[src/rtl/sin_rom_pkg.sv]
// sin_rom_pkg: shared constants and types for the sine ROM arbiter slice.
//   ROM_DEPTH   number of valid entries in the sine ROM
//   QUARTER     cos phase offset applied by requesters (quarter period)
//   ADDR_W      default ROM address width
//   DATA_W      default ROM data width
//   req_id_t    requester id (0 = sin port, 1 = cos port)
//   tag_t       in-flight read tag {valid, id}
package sin_rom_pkg;

    localparam int unsigned ROM_DEPTH = 1000;
    localparam int unsigned QUARTER   = 250;
    localparam int unsigned ADDR_W    = 10;
    localparam int unsigned DATA_W    = 16;

    typedef logic req_id_t;

    typedef struct packed {
        logic    valid;
        req_id_t id;
    } tag_t;

endpackage

[src/rtl/sin_rom_arbiter_tag_pipe.sv]
// rom_tag_pipe: DEPTH-stage shift register of read tags that tracks which
// requester owns the ROM word currently travelling through the ROM pipeline.
// Ports:
//   clk      system clock
//   rst      synchronous active-high clear of every stage
//   tag_in   tag loaded into stage 0 every cycle
//   tag_out  tag in the last stage (aligned with rom_dout)
module rom_tag_pipe
    import sin_rom_pkg::*;
#(
    parameter int unsigned DEPTH = 1
) (
    input  logic clk,
    input  logic rst,
    input  tag_t tag_in,
    output tag_t tag_out
);

    tag_t [DEPTH-1:0] stages;

    always_ff @(posedge clk) begin
        if (rst) begin
            stages <= '0;
        end else begin
            stages[0] <= tag_in;
            for (int unsigned i = 1; i < DEPTH; i++) begin
                stages[i] <= stages[i-1];
            end
        end
    end

    assign tag_out = stages[DEPTH-1];

endmodule

[src/rtl/sin_rom_arbiter.sv]
// sin_rom_arbiter: round-robin sharing of one single-port sine ROM between two
// requesters (port 0 = sin generator, port 1 = cos generator).
// Ports:
//   clk, rst               clock, synchronous active-high reset
//   req0/addr0/gnt0        requester 0 handshake (gnt is combinational)
//   rdata0/rvalid0         requester 0 return data (held) and one-cycle valid
//   req1/addr1/gnt1        requester 1 handshake
//   rdata1/rvalid1         requester 1 return data and valid
//   rom_ena/rom_addr       ROM read port (combinational from the grant)
//   rom_dout               ROM data, valid ROM_LAT cycles after the read
//   oor_err                sticky: an address >= ROM_DEPTH was accepted
module sin_rom_arbiter #(
    parameter int unsigned ADDR_W    = sin_rom_pkg::ADDR_W,
    parameter int unsigned DATA_W    = sin_rom_pkg::DATA_W,
    parameter int unsigned ROM_DEPTH = sin_rom_pkg::ROM_DEPTH,
    parameter int unsigned ROM_LAT   = 1
) (
    input  logic              clk,
    input  logic              rst,
    input  logic              req0,
    input  logic [ADDR_W-1:0] addr0,
    output logic              gnt0,
    output logic [DATA_W-1:0] rdata0,
    output logic              rvalid0,
    input  logic              req1,
    input  logic [ADDR_W-1:0] addr1,
    output logic              gnt1,
    output logic [DATA_W-1:0] rdata1,
    output logic              rvalid1,
    output logic              rom_ena,
    output logic [ADDR_W-1:0] rom_addr,
    input  logic [DATA_W-1:0] rom_dout,
    output logic              oor_err
);

    import sin_rom_pkg::*;

    // 0: requester 0 wins a tie, 1: requester 1 wins a tie
    logic              ptr_q;
    logic [ADDR_W-1:0] sel_addr;
    logic              addr_oor;
    tag_t              tag_in;
    tag_t              tag_out;

    always_comb begin
        gnt0 = 1'b0;
        gnt1 = 1'b0;
        if (!rst) begin
            if (req0 && (!req1 || !ptr_q)) begin
                gnt0 = 1'b1;
            end else if (req1) begin
                gnt1 = 1'b1;
            end
        end
    end

    assign rom_ena  = gnt0 | gnt1;
    assign sel_addr = gnt1 ? addr1 : addr0;

    // Compare in 32 bits so a ROM_DEPTH equal to 2**ADDR_W does not truncate.
    assign addr_oor = 32'(sel_addr) >= ROM_DEPTH;
    assign rom_addr = addr_oor ? sel_addr - ADDR_W'(ROM_DEPTH) : sel_addr;

    always_comb begin
        tag_in       = '0;
        tag_in.valid = rom_ena;
        tag_in.id    = gnt1;
    end

    rom_tag_pipe #(
        .DEPTH (ROM_LAT)
    ) u_tag_pipe (
        .clk     (clk),
        .rst     (rst),
        .tag_in  (tag_in),
        .tag_out (tag_out)
    );

    always_ff @(posedge clk) begin
        if (rst) begin
            ptr_q   <= 1'b0;
            oor_err <= 1'b0;
            rdata0  <= '0;
            rdata1  <= '0;
            rvalid0 <= 1'b0;
            rvalid1 <= 1'b0;
        end else begin
            rvalid0 <= 1'b0;
            rvalid1 <= 1'b0;
            if (rom_ena) begin
                // Hand the tie to the requester that was not just served.
                ptr_q <= gnt0;
                if (addr_oor) begin
                    oor_err <= 1'b1;
                end
            end
            if (tag_out.valid) begin
                if (tag_out.id) begin
                    rdata1  <= rom_dout;
                    rvalid1 <= 1'b1;
                end else begin
                    rdata0  <= rom_dout;
                    rvalid0 <= 1'b1;
                end
            end
        end
    end

endmodule

[config.mk]
export PLATFORM = sky130hd
export DESIGN_NAME = sin_rom_arbiter
export DESIGN_NICKNAME = d
export VERILOG_FILES = /design/src/rtl/sin_rom_pkg.sv /design/src/rtl/sin_rom_arbiter_tag_pipe.sv /design/src/rtl/sin_rom_arbiter.sv
export SDC_FILE = /design/constraint.sdc
export NUM_CORES = 1
export LEC_CHECK = 0
export ABC_AREA = 1
export CORE_ASPECT_RATIO = 0.5
export CORE_MARGIN = 8
export CORE_UTILIZATION = 37
export DETAILED_ROUTE_END_ITERATION = 16
export DONT_BUFFER_PORTS = 1
export GPL_TIMING_DRIVEN = 1
export SLEW_MARGIN = 0
export SYNTH_ARGS = -nofsm -noshare
export SYNTH_HDL_FRONTEND = slang
export SYNTH_SLANG_ARGS = --single-unit
[constraint.sdc]
create_clock -name clk -period 3.2 [get_ports clk]
set_input_delay 0.8 -clock clk [delete_from_list [all_inputs] [get_ports clk]]
set_output_delay 0.8 -clock clk [all_outputs]
set_load 0.02 [all_outputs]
==> results.sh, run 1 <==
export IMPL_crit_start="req1"
export IMPL_critPathLaunchType="input pin"
export IMPL_coreArea_um2=4000
export IMPL_hold_buffers=0
export IMPL_grt_pass1_wl_mm=6.66
export IMPL_ys_seq_elements=38
export IMPL_synth_top_area_cell="dfxtp_1"
export IMPL_die_y_um=62.2
export IMPL_final_common_cell="nor2_1"
export IMPL_cp_required_ns=2.40
export IMPL_insertedDiodeCount=0
export IMPL_firstDrtPassIters=4
export IMPL_clk_latency_ns=0.29
export IMPL_postCtsResizedCells=0
export IMPL_remaining_drc_errors=0
export IMPL_cts_sinks=38
export IMPL_rr_worst_depth=5
export IMPL_critPathSlowestCell="xor2_1"
export IMPL_power_density_nw_per_um2=598
export IMPL_rsz0062_at_grt="false"
export IMPL_htree_levels=2
export IMPL_grtUsageTotal=0.126
export IMPL_chipWidth_um=108
export IMPL_worstHoldPathType="reg2reg"
export IMPL_max_freq_mhz=342
export IMPL_path_max_fanout=15
export IMPL_leakagePower_nw=0.777
export IMPL_hpwl_mm=3.36
export IMPL_fin_crit_sh=0.913
export IMPL_cpPeakStageDelay_ns=0.40
export IMPL_reg2reg_slack_ns=1.56
export IMPL_antenna_found_initial=0
export IMPL_tns_ns=0
export IMPL_yosysUniqueCellTypes=20
export IMPL_r2r_end="oor_err"
export IMPL_max_clock_path_buffers=2
export IMPL_drtIter0Drc=82
export IMPL_gp_congestion=0.695
export IMPL_r2r_start="ptr_q"
export IMPL_root_buffer="clkbuf_8"
export IMPL_synth_top_area_frac=0.482
export IMPL_critPathKind="in2out"
export IMPL_drive_gt1_frac=0.0959
export IMPL_syn_area_per_cell_um2=7.27
export IMPL_min_period_ns=2.92
export IMPL_cts_tree="yes"
export IMPL_cap_viol_max_count=0
export IMPL_dieArea_um2=6740
export IMPL_relSlewSlack=0.422
export IMPL_grt_overflow=0
export IMPL_syn_nets=258
export IMPL_fin_total_pwr_mw=1.03
export IMPL_grt_max_degree=33
export IMPL_wl_per_cell_um=15.8
export IMPL_vias=1317
export IMPL_wirelength_mm=4.30
export IMPL_grt_pass1_vias=1278
export IMPL_clk_pin_slew_ns=0.07
export IMPL_postRouteAntennaNets=0
export IMPL_postCtsSetupBuffers=0
export IMPL_setup_viol=0
export IMPL_crit_chain="inv_1, nor2_4, nand2_4, nand2_1, nand2_1, a21oi_2, nand2_4, xor2_1"
export IMPL_synth_seq_area_share=0.482
export IMPL_skew_ns=0.00285
export IMPL_initial_core_util=0.394
export IMPL_io_buffer_count=0
export IMPL_pin_count=88
export IMPL_slew_viol_final=0
export IMPL_viasPerCell=4.82
export IMPL_n_fill_cell=428
export IMPL_peakVddDrop_v=0.000197
export IMPL_synth_area_top_cells="dfxtp_1 (48%), nor2_1 (17%), o21ai_0 (11%)"
export IMPL_cts_buffers=5
export IMPL_syn_area_um2=1580
export IMPL_endpoint_kind="output pin"
export IMPL_status="finished clean"
export IMPL_cp_data_arrival_time_ns=2.12
export IMPL_num_rows=16
export IMPL_syn_to_final_growth_pct=8.80
export IMPL_syn_inst=217
export IMPL_holdWs_ns=0.495
export IMPL_endpoint="rom_addr[3]"
export IMPL_hold_viol=0
export IMPL_tightest_slew_ns=0.858
export IMPL_fin_nets=259
export IMPL_ys_warn_count=0
export IMPL_final_cell_mix="nor2_1 (71), dfxtp_1 (38), o21ai_0 (35), nand2_1 (24), inv_1 (16)"
## report_power, final
part | total (mW) | internal [mW] | switching, mW
combinational | 0.126 | 0.0361 | 0.0898
sequential | 0.559 | 0.504 | 0.0546
clock | 0.342 | 0.173 | 0.169
## layer usage
metal	wire, um	vias to the layer above	global-route usage
met2	1880	62	0.184
met5	0	-	0
li1	-	681	-
met3	549	6	0.0802
met1	1810	568	0.144
met4	60	0	0.0457
## final cells by class
| cell class | instances | area, um^2 | share of cell area |
|---|---|---|---|
| clock buffers | 6 | 82.6 | 0.0481 |
| clock inverters | 2 | 12.5 | 0.00729 |
| flip-flops and latches | 38 | 761 | 0.443 |
| well taps | 54 | 67.6 | 0.0394 |
| repair buffers | 2 | 15.0 | 0.00875 |
| multi-input cells | 154 | 714 | 0.416 |
| inverters | 17 | 63.8 | 0.0372 |
## flip-flops by register name, summed over array words and instances (netlist names)
register	cells
oor_err	1
ptr_q	1
rdata0	16
rdata1	16
rvalid0	1
rvalid1	1
u_tag_pipe.tag_out	2
## kinds of logic after synthesis
group,share of synthesized area
XOR/XNOR,0.00555
flip-flops,0.482
adder cells (fa/ha/maj),0.00793
buffers and inverters,0.0650
AO/OA/AOI/OAI,0.140
AND/OR/NAND/NOR,0.299
## how the worst min path moves through the flow
stage,end,from,depth (start not counted)
6_report,ptr_q,ptr_q,2
5_1_grt,ptr_q,ptr_q,2
4_1_cts,ptr_q,ptr_q,2
3_5_place_dp,ptr_q,ptr_q,2
3_3_place_gp,ptr_q,ptr_q,2
2_1_floorplan,ptr_q,ptr_q,2
## metrics by stage
stage	util	cells	worst slack (ns)	instance area, um^2
finish	0.429	273	0.278	1720
global route	0.429	273	0.120	1720
CTS	0.429	273	0.268	1720
detailed placement	0.405	265	0.281	1620
global placement	0.405	265	0.355	1620
floorplan	-	217	0.460	1580
## Yosys cell counts, drive strengths merged
| cell type | n |
|---|---|
| nor2 | 74 |
| dfxtp | 38 |
| o21ai | 37 |
| nand2 | 29 |
| inv | 16 |
| clkbuf | 6 |
| a21oi | 5 |
| nand3 | 5 |
| buf | 2 |
| nand3b | 2 |
| clkinv | 1 |
| ha | 1 |
| xor2 | 1 |
## critical path: cells and delay by family
kind | cells | cell delay (ns)
XOR/XNOR | 1 | 0.40
buffers and inverters | 1 | 0.05
AND/OR/NAND/NOR | 5 | 0.63
AO/OA/AOI/OAI | 1 | 0.23
(Power assumes the default switching activity.)
==> inputs of run 2 (changes only) <==
CAP_MARGIN = 10   (was default)
PLACE_DENSITY_LB_ADDON = 0.2   (was default)
==> run 2 against run 1 <==
Fmax up 3.4%. First-iteration DRC count is 49% lower. Combinational power hardly changed. Register-to-register slack better by 0.03 ns. Worst setup slack better by 0.095 ns. Clock-buffer cell count rose by 1. Hold slack improved by 0.010 ns. Critical endpoint is now rom_addr[6].
==> results.sh, run 2 (synthesized netlist as in run 1, its figures left out) <==
export IMPL_drive_gt1_frac=0.0955
export IMPL_dieArea_um2=6740
export IMPL_setup_viol=0
export IMPL_peakVddDrop_v=0.000157
export IMPL_critPathKind="in2out"
export IMPL_r2r_start="ptr_q"
export IMPL_reg2reg_slack_ns=1.59
export IMPL_post_route_util=0.430
export IMPL_remaining_drc_errors=0
export IMPL_place_inst=266
export IMPL_clk_pin_slew_ns=0.07
export IMPL_grtUsageTotal=0.122
export IMPL_postCtsSetupBuffers=0
export IMPL_cts_tree="yes"
export IMPL_final_common_cell="nor2_1"
export IMPL_hold_buffers=0
export IMPL_postCtsResizedCells=0
export IMPL_max_clock_path_buffers=2
export IMPL_r2r_end="oor_err"
export IMPL_initial_core_util=0.394
export IMPL_cap_viol_max_count=0
export IMPL_viasPerCell=4.76
export IMPL_power_density_nw_per_um2=592
export IMPL_coreArea_um2=4000
export IMPL_grt_overflow=0
export IMPL_cts_buffers=5
export IMPL_postRouteAntennaNets=0
export IMPL_holdWs_ns=0.505
export IMPL_endpoint="rom_addr[6]"
export IMPL_num_rows=16
export IMPL_rsz0062_at_grt="false"
export IMPL_tns_ns=0
export IMPL_hpwl_mm=3.24
export IMPL_wirelength_mm=4.26
export IMPL_pin_count=88
export IMPL_cts_sinks=38
export IMPL_skew_ns=0.00415
export IMPL_rr_worst_depth=5
export IMPL_finalNonFillerCells=274
export IMPL_chipWidth_um=108
export IMPL_wl_per_cell_um=15.5
export IMPL_gp_congestion=0.733
export IMPL_hold_viol=0
export IMPL_htree_levels=2
export IMPL_root_buffer="clkbuf_8"
export IMPL_antenna_found_initial=0
export IMPL_fin_nets=260
export IMPL_design_area_um2=1720
export IMPL_placed_area_um2=1630
export IMPL_grt_max_degree=33
export IMPL_crit_start="req1"
export IMPL_slew_viol_final=0
export IMPL_vias=1305
export IMPL_relSlewSlack=0.442
export IMPL_grt_pass1_wl_mm=6.61
export IMPL_drtIter0Drc=42
export IMPL_cp_required_ns=2.40
export IMPL_clk_latency_ns=0.28
export IMPL_status="finished clean"
export IMPL_final_cell_mix="nor2_1 (71), dfxtp_1 (38), o21ai_0 (35), nand2_1 (24), inv_1 (16)"
export IMPL_critPathLaunchType="input pin"
export IMPL_tightest_slew_ns=0.828
export IMPL_grt_pass1_vias=1278
export IMPL_min_period_ns=2.83
export IMPL_cp_data_arrival_time_ns=2.03
export IMPL_firstDrtPassIters=4
export IMPL_fin_crit_sh=0.883
export IMPL_leakagePower_nw=0.782
export IMPL_register_area_um2=761
export IMPL_insertedDiodeCount=0
export IMPL_worstHoldPathType="reg2reg"
export IMPL_max_freq_mhz=354
export IMPL_path_max_fanout=15
export IMPL_io_buffer_count=0
export IMPL_syn_to_final_growth_pct=9.04
export IMPL_die_y_um=62.2
export IMPL_endpoint_kind="output pin"
export IMPL_multi_input_area_um2=714
export IMPL_n_fill_cell=427
-- run 2: worst max-delay path, cell delays in order --
cell and delay (ns):
inv_1 0.05, nor2_4 0.18, nand2_4 0.16, nand2_1 0.09, nand2_1 0.06, nand2_1 0.08
nor2_2 0.06, nand2_4 0.10, inv_1 0.06, a21oi_1 0.38
-- run 2: cell type report --
type                       count  share of cell area
timing repair buffer           3              0.0131
tap                           54              0.0393
multi-input combinational    154               0.415
clock buffer                   7              0.0502
inverter                      17              0.0371
sequential                    38               0.442
clock inverter                 1             0.00291
-- run 2: report_power, final --
group | leakage [nW] | switching (mW) | internal, mW
Sequential | 0.312 | 0.0539 | 0.504
Combinational | 0.423 | 0.0902 | 0.0376
Clock | 0.0482 | 0.159 | 0.174
-- run 2: worst min path at each step --
stage,end,depth (start not counted),slack [ns],start
finish,ptr_q,2,0.50,ptr_q
global route,ptr_q,2,0.53,ptr_q
CTS,ptr_q,2,0.50,ptr_q
detailed placement,ptr_q,2,0.49,ptr_q
global placement,ptr_q,2,0.50,ptr_q
floorplan,ptr_q,2,0.47,ptr_q
-- run 2: routing by layer --
metal / vias up / global-route usage / wire (um)
met5: - / 0 / 0
met1: 572 / 0.138 / 1830
met3: 5 / 0.0556 / 405
met4: 0 / 0.0508 / 49
li1: 681 / - / -
met2: 47 / 0.194 / 1970
-- run 2: per-stage QoR --
step	total power, mW	worst slack, ns
floorplan	0.670	0.460
global placement	0.696	0.435
detailed placement	0.700	0.383
CTS	1.04	0.379
global route	1.08	0.258
finish	1.02	0.373
==> inputs of run 3 (changes only) <==
CAP_MARGIN = default   (was 10)
SKIP_CTS_REPAIR_TIMING = 1   (was default)
==> results of run 3 <==
The final DEF is identical to that of run 2; final timing and power are the same.
